`src/rtl/uart_tx_ps_if.sv`:
```
// Parallel-side bus of the prescale-timed UART transmitter: framing controls, request and line outputs.
interface uart_tx_ps_if #(
  parameter int DATA_WIDTH = 8
);
  logic                  par_en;
  logic                  par_typ;
  logic [4:0]            prescale;
  logic                  data_valid;
  logic [DATA_WIDTH-1:0] p_data;
  logic                  busy;
  logic                  tx_out;

  modport master (
    output par_en, par_typ, prescale, data_valid, p_data,
    input  busy, tx_out
  );

  modport slave (
    input  par_en, par_typ, prescale, data_valid, p_data,
    output busy, tx_out
  );
endinterface

```
`src/rtl/uart_tx_ps.sv`:
```
// UART transmitter (start, LSB-first data, optional parity, stop) timed by prescale clocks per bit.
// Latency: tx_out/busy change on the accept edge; requests while busy are dropped, not queued.
module uart_tx_ps #(
  parameter int DATA_WIDTH = 8
) (
  input  logic        clk,
  input  logic        rst,
  uart_tx_ps_if.slave bus
);

  localparam int IW = (DATA_WIDTH > 1) ? $clog2(DATA_WIDTH) : 1;
  localparam logic [IW-1:0] LAST_BIT = IW'(DATA_WIDTH - 1);

  localparam logic [2:0] IDLE   = 3'd0;
  localparam logic [2:0] START  = 3'd1;
  localparam logic [2:0] DATA   = 3'd2;
  localparam logic [2:0] PARITY = 3'd3;
  localparam logic [2:0] STOP   = 3'd4;

  logic [2:0]            state;
  logic [4:0]            cnt;
  logic [4:0]            presc_q;
  logic [IW-1:0]         bit_idx;
  logic [DATA_WIDTH-1:0] shreg;
  logic                  par_en_q;
  logic                  par_bit_q;
  logic                  busy_q;
  logic                  tx_q;
  logic                  bit_done;

  assign bit_done = (cnt == 5'd0);
  assign bus.busy   = busy_q;
  assign bus.tx_out = tx_q;

  always_ff @(posedge clk) begin
    if (rst) begin
      state     <= IDLE;
      cnt       <= 5'd0;
      presc_q   <= 5'd0;
      bit_idx   <= '0;
      shreg     <= '0;
      par_en_q  <= 1'b0;
      par_bit_q <= 1'b0;
      busy_q    <= 1'b0;
      tx_q      <= 1'b1;
    end else begin
      // Period minus one: prescale 0 wraps to 31, giving the 32-clock bit.
      if (state != IDLE) begin
        cnt <= bit_done ? (presc_q - 5'd1) : (cnt - 5'd1);
      end

      case (state)
        IDLE: begin
          if (bus.data_valid) begin
            presc_q   <= bus.prescale;
            cnt       <= bus.prescale - 5'd1;
            shreg     <= bus.p_data;
            par_en_q  <= bus.par_en;
            par_bit_q <= (^bus.p_data) ^ bus.par_typ;
            bit_idx   <= '0;
            busy_q    <= 1'b1;
            tx_q      <= 1'b0;
            state     <= START;
          end
        end
        START: begin
          if (bit_done) begin
            tx_q    <= shreg[0];
            shreg   <= shreg >> 1;
            bit_idx <= '0;
            state   <= DATA;
          end
        end
        DATA: begin
          if (bit_done) begin
            if (bit_idx == LAST_BIT) begin
              if (par_en_q) begin
                tx_q  <= par_bit_q;
                state <= PARITY;
              end else begin
                tx_q  <= 1'b1;
                state <= STOP;
              end
            end else begin
              tx_q    <= shreg[0];
              shreg   <= shreg >> 1;
              bit_idx <= bit_idx + IW'(1);
            end
          end
        end
        PARITY: begin
          if (bit_done) begin
            tx_q  <= 1'b1;
            state <= STOP;
          end
        end
        STOP: begin
          if (bit_done) begin
            busy_q <= 1'b0;
            state  <= IDLE;
          end
        end
        default: begin
          tx_q   <= 1'b1;
          busy_q <= 1'b0;
          state  <= IDLE;
        end
      endcase
    end
  end

endmodule
```
`src/flat_wrapper.sv`:
```
// flat-port wrapper written by rule: the top's interface ports become plain ports
module uart_tx_ps_flat 
#(
  parameter int DATA_WIDTH = 8
)
  (clk, rst, bus_par_en, bus_par_typ, bus_prescale, bus_data_valid, bus_p_data, bus_busy, bus_tx_out);
  uart_tx_ps_if #(.DATA_WIDTH(DATA_WIDTH)) bus_i ();
  input  logic clk;
  input  logic rst;
  input wire logic [$bits(bus_i.par_en)-1:0] bus_par_en;
  input wire logic [$bits(bus_i.par_typ)-1:0] bus_par_typ;
  input wire logic [$bits(bus_i.prescale)-1:0] bus_prescale;
  input wire logic [$bits(bus_i.data_valid)-1:0] bus_data_valid;
  input wire logic [$bits(bus_i.p_data)-1:0] bus_p_data;
  output wire logic [$bits(bus_i.busy)-1:0] bus_busy;
  output wire logic [$bits(bus_i.tx_out)-1:0] bus_tx_out;
  assign bus_i.par_en = bus_par_en;
  assign bus_i.par_typ = bus_par_typ;
  assign bus_i.prescale = bus_prescale;
  assign bus_i.data_valid = bus_data_valid;
  assign bus_i.p_data = bus_p_data;
  assign bus_busy = bus_i.busy;
  assign bus_tx_out = bus_i.tx_out;
  uart_tx_ps #(.DATA_WIDTH(DATA_WIDTH)) u_core (.clk(clk), .rst(rst), .bus(bus_i));
endmodule
```
`config.mk`:
```
export PLATFORM = sky130hd
export DESIGN_NAME = uart_tx_ps_flat
export DESIGN_NICKNAME = d
export VERILOG_FILES = /design/src/rtl/uart_tx_ps_if.sv /design/src/rtl/uart_tx_ps.sv /design/src/flat_wrapper.sv
export SDC_FILE = /design/constraint.sdc
export NUM_CORES = 1
export LEC_CHECK = 0
export CORE_AREA = 2 2 66 68
export DETAILED_ROUTE_END_ITERATION = 7
export DIE_AREA = 0 0 68 70
export PLACE_DENSITY = 0.64
export SYNTH_ARGS = -nofsm -noshare
export SYNTH_HDL_FRONTEND = slang
export SYNTH_SLANG_ARGS = --single-unit
```
`constraint.sdc`:
```
create_clock -name clk -period 1.7 [get_ports clk]
set_input_delay 0.255 -clock clk [delete_from_list [all_inputs] [get_ports clk]]
set_output_delay 0.255 -clock clk [all_outputs]
set_load 0.005 [all_outputs]
```
Word level (Yosys, flattened, before mapping)
Cells that the tools add are included.
{"block": "totals", "elab_cells": 70, "regBits": 28, "inputBits": 18, "out_inout_bits": 2}
{"block": "op_classes", "bitwise_logic": 3, "n_eq_ne": 12, "n_reduce_logical": 11, "add_sub_neg": 4, "n_mux": 31}
{"cell": "two-way mux 8 bit", "count": 4}
{"cell": "two-way mux 3 bit", "count": 10}
{"cell": "one-hot mux 8 bit (3 select lines)", "count": 1}
{"cell": "two-way mux 5 bit", "count": 4}
{"cell": "one-hot mux 3 bit (5 select lines)", "count": 1}
{"cell": "subtractor 5 x 1 -> 5 bit, second input constant", "count": 3}
{"cell": "!= test 2 x 1 -> 1 bit, second input constant", "count": 5}
{"cell": "AND reduction 5 bit", "count": 2}
{"cell": "one-hot mux 3 bit (3 select lines)", "count": 1}
{"cell": "two-way mux 1 bit", "count": 8}
{"cell": "parity 8 bit", "count": 1}
{"cell": "equality test 3 x 2 -> 1 bit, second input constant", "count": 2}
{"cell": "equality test 3 bit, second input constant", "count": 2}
{"cell": "AND reduction 6 bit", "count": 1}
{"cell": "nonzero test 3 bit", "count": 2}
{"cell": "logical NOT 5 bit", "count": 1}
{"cell": "one-hot mux 1 bit (5 select lines)", "count": 1}
{"cell": "!= test 2 bit, second input constant", "count": 2}
{"cell": "adder 3 x 1 -> 3 bit, second input constant", "count": 1}
{"cell": "equality test 3 x 1 -> 1 bit, second input constant", "count": 1}
{"cell": "logical NOT 3 bit", "count": 1}
{"cell": "one-hot mux 1 bit (3 select lines)", "count": 1}
{"cell": "AND reduction 3 bit", "count": 1}
{"cell": "OR reduction 3 bit", "count": 1}
{"cell": "other kinds (3)", "count": 4}

Longest topological paths before layout
{"block": "depth", "word_depth": 5, "ltp_mapped": 8, "depth_no_buf": 7}

Worst setup path before layout
No wires, ideal clock.
{"block": "synth_timing", "kind": "register -> register", "startpoint": "reg u_core.bit_idx[0]", "endpoint": "reg u_core.shreg[0]", "path_stages_with_launch": 9, "synth_period_minus_slack_ns": 1.702, "n_path_buf": 1, "t_arrival_ns": 1.622, "setup_time_ns": 0.080, "path_slack_ns": -0.002, "cell_sequence": "dfxtp_1 -> ha_1 -> ha_1 -> nor4b_2 -> a2bb2oi_1 -> o32ai_4 -> buf_4 -> nor2_1 -> a211oi_2"}
{"block": "synth_via", "elab_chain_cells": 3}
{"element": "start: declaration", "line_no": "uart_tx_ps.sv:23", "source": "logic [IW-1:0] bit_idx;"}
{"element": "start signal: assignment", "line_no": "uart_tx_ps.sv:87", "source": "bit_idx <= bit_idx + IW'(1);"}
{"element": "equality test 3 bit", "line_no": "uart_tx_ps.sv:76", "source": "if (bit_idx == LAST_BIT) begin"}
{"element": "!= test 2 bit (no line)"}
{"element": "AND reduction 5 bit (no line)"}
{"element": "end signal: assignment", "line_no": "uart_tx_ps.sv:57", "source": "shreg <= bus.p_data;"}
{"element": "end signal: assignment", "line_no": "uart_tx_ps.sv:69", "source": "shreg <= shreg >> 1;"}
{"element": "end signal: assignment", "line_no": "uart_tx_ps.sv:86", "source": "shreg <= shreg >> 1;"}
{"element": "end: declaration", "line_no": "uart_tx_ps.sv:24", "source": "logic [DATA_WIDTH-1:0] shreg;"}
No other way between the ends.
A chain may end at the register's enable or synchronous reset.

Worst setup path in the final report
Ends and elaborated chain as after synthesis.

==> flow_summary.toml <==
[setup_path]
worst_setup_path_end_kind = "flip-flop"
max_stage_delay_ps = 350
path_class = "flip-flop to flip-flop"
crit_top_cell = "ha_4"
cp_top_family = "compound AO/OA/AOI/OAI gates"
worstPathCellList = "ha_4, ha_4, nor4b_4, a2bb2oi_2, o32ai_4, buf_12, nor2_1, a211oi_2"
cp-start-kind = "flip-flop"
crit_buf_inv = 1
crit_slowest_cell = "dfxtp_2"
cp_max_fo = 11
required_ps = 1910
cp.arrival_ps = 1900

[logic_synthesis]
synth_edf_count = 0
yosys_warnings = 0
netlist_area_um2 = 1580
synth_cell_types = 46
ys_ff_latch = 28
synthSimpleGateAreaFrac = 0.210
syn_inst = 181
synth_mux_area_frac = 0.0506
ys_seq_area_frac = 0.354
syn_area_per_cell_um2 = 8.75
syn_nets = 203
synth_compound_area_frac = 0.237
async_flop_share = 0
synth_top_family_by_area = "compound AO/OA/AOI/OAI gates"
synth_adder_area_share = 0.0316
synth-main-ff-cell = "dfxtp_1"
synth_xor_area_frac = 0.0750

[cts]
cts_buffers = 3
clock-sinks = 28
clockBufferDepth = 2
clkLatencyLatePin_ps = 280
path_clk_slew_ps = 100
root_buffer = "clkbuf_8"
htreeDepth = 1
cts_tree = "yes"

[placement]
gp_congestion = 0.801
dpl_worst_slack_ps = -207
place.port_buffers = 19
hpwl_um = 2620

[power]
leakage_nw = 0.857
swShare = 0.333
ir_drop_mv = 0.519
p_switching_uw = 859
internal_power_mw = 1.72
comb_power_share = 0.456
p_clk_frac = 0.209
seq_power_share = 0.335
p_per_area_nw_per_um2 = 1150
power_mw = 2.58

[final_layout]
final_nets = 249
antenna_cells = 0
multi_input_area_um2 = 1030
syn_to_final_growth_pct = 41.9
area.sequential_um2 = 564
nFillCells = 384
drive_gt1_frac = 0.288

[sta]
layout_setup_ws_ps = 13.3
fin_crit_sh = 0.992
grt_setup_unrepaired = "true"
hold_viol_final = 0
fin_skew_ps = 1.75
max_freq_mhz = 593
worst_slew_pin_slew_ps = 401
slew_headroom = 0.730
slew_violations = 0
tns_ps = 0
fin_crit_ps = 1690
final-setup-viol-count = 0

[hold_path]
min_path_type = "flip-flop to flip-flop"

[drt]
ant_nets = 0
vias = 1446
via_per_inst = 5.20
drt-total-wl_um = 3690
firstDrtPassIters = 4
drtIter0Drc = 65
wire_per_inst_um = 13.3
drt_drc_violations_left = 0

[floorplanning]
start_util = 0.382
die_w_um = 68
dieArea_um2 = 4760
dieHeight_um = 70
core_area_um2 = 4140
rows = 24
num_io_pins = 20

[grt]
grt_start_max_net_pins = 17
antenna_found_initial = 0
grt_pass1_wl_um = 6670
track_usage = 0.178
grt_pass1_vias = 1441
grt_overflow = 0

[status]
status = "completed"

[job]
cap_viol_max_count = 0
## metrics by stage
step	hold slack, ps	util	cells	area, µm²
after CTS	474	0.534	277	2210
after floorplan	391	-	181	1590
after global routing	493	0.542	278	2250
final	468	0.542	278	2250
after detailed placement	457	0.484	269	2010
after global placement	448	0.484	269	2010
## tightest hold or removal path, delay by kind of cell, from the launching register on
| kind | cells | cell delay (ps) |
|---|---|---|
| AO/OA/AOI/OAI | 1 | 50 |
| AND/OR/NAND/NOR | 1 | 50 |
| flip-flops | 1 | 330 |
## state kept, by name, indices dropped and copies added, names as in the netlist
signal             flops
u_core.shreg           8
u_core.cnt             5
u_core.presc_q         5
u_core.bit_idx         3
u_core.state           3
u_core.bus.busy        1
u_core.bus.tx_out      1
u_core.par_bit_q       1
u_core.par_en_q        1
## layout make-up
cell class | instances | area share
sequential | 28 | 0.251
clock inverter | 1 | 0.0134
inverter | 5 | 0.00835
timing repair buffer | 51 | 0.220
tap | 52 | 0.0290
multi-input combinational | 138 | 0.459
clock buffer | 3 | 0.0184
## layer usage
| metal | GRT usage | routed length [µm] | vias to the layer above |
|---|---|---|---|
| met5 | 0 | 0 | - |
| met4 | 0.0533 | 56 | 0 |
| met3 | 0.0193 | 117 | 5 |
| met2 | 0.266 | 1720 | 22 |
| met1 | 0.267 | 1790 | 677 |
| li1 | - | - | 742 |
## power by group through the flow
stage                     Sequential [mW]  Combinational (mW)  Clock, mW
after floorplan                     0.853               0.666          0
after global placement              0.869               0.986          0
after detailed placement            0.870               0.989          0
after CTS                           0.857                1.15      0.555
after global routing                0.881                1.28      0.584
final                               0.864                1.18      0.539
## cells in the final DEF, fill, tap and decap left out, drive strengths merged, types with 3 or more instances in the layout
cell type,count
nor3,6
o31ai,3
mux2i,8
nor2,23
a31oi,3
buf,32
clkbuf,3
a211oi,12
clkdlybuf4s50,19
inv,5
o21ai,3
nand3,6
a21oi,17
xnor2,9
nand2b,5
dfxtp,28
ha,4
nand2,17
## cell usage after synthesis (all sizes together) (2+ instances only)
library cell / number / area share
o32ai: 2 / 0.023
a21oi: 17 / 0.056
xnor2: 9 / 0.050
dfxtp: 28 / 0.35
o21ai: 3 / 0.0095
a31oi: 3 / 0.012
a2111oi: 2 / 0.011
xor2: 2 / 0.011
a211oi: 12 / 0.076
clkbuf: 6 / 0.014
nor2: 23 / 0.056
o31ai: 3 / 0.014
nand3: 6 / 0.019
mux2i: 8 / 0.051
nand2b: 5 / 0.026
buf: 4 / 0.016
inv: 5 / 0.012
nor3: 6 / 0.026
ha: 4 / 0.032
nand2: 17 / 0.042
## kinds of logic (layout without fill, tap and decap cells)
| family | after synthesis | after routing |
|---|---|---|
| xor+xnor | 12 | 12 |
| flops | 28 | 28 |
| mux | 8 | 8 |
| buf+inv | 15 | 60 |
| compound gates | 49 | 49 |
| simple gates | 65 | 65 |
| fa+ha+maj | 4 | 4 |
## what timing repair did
action,CTS,global route
resized for setup,12,8
gates cloned,2,0
pin swaps,3,6
setup endpoints to repair,11,16
setup buffers,2,2
hold buffers,0,0
endpoints found under the hold margin,0,0
## worst paths after layout
check / slack, ps / startpoint / endpoint / cells past startpoint
worst max register to register: 10 / u_core.bit_idx[0] / u_core.shreg[0] / 8
worst min-delay path: 470 / u_core.presc_q[4] / u_core.presc_q[4] / 2
worst max-delay path: 10 / u_core.bit_idx[0] / u_core.shreg[0] / 8
worst min register to register: 470 / u_core.presc_q[4] / u_core.presc_q[4] / 2
No activity file was read; power rests on OpenSTA's default activity.
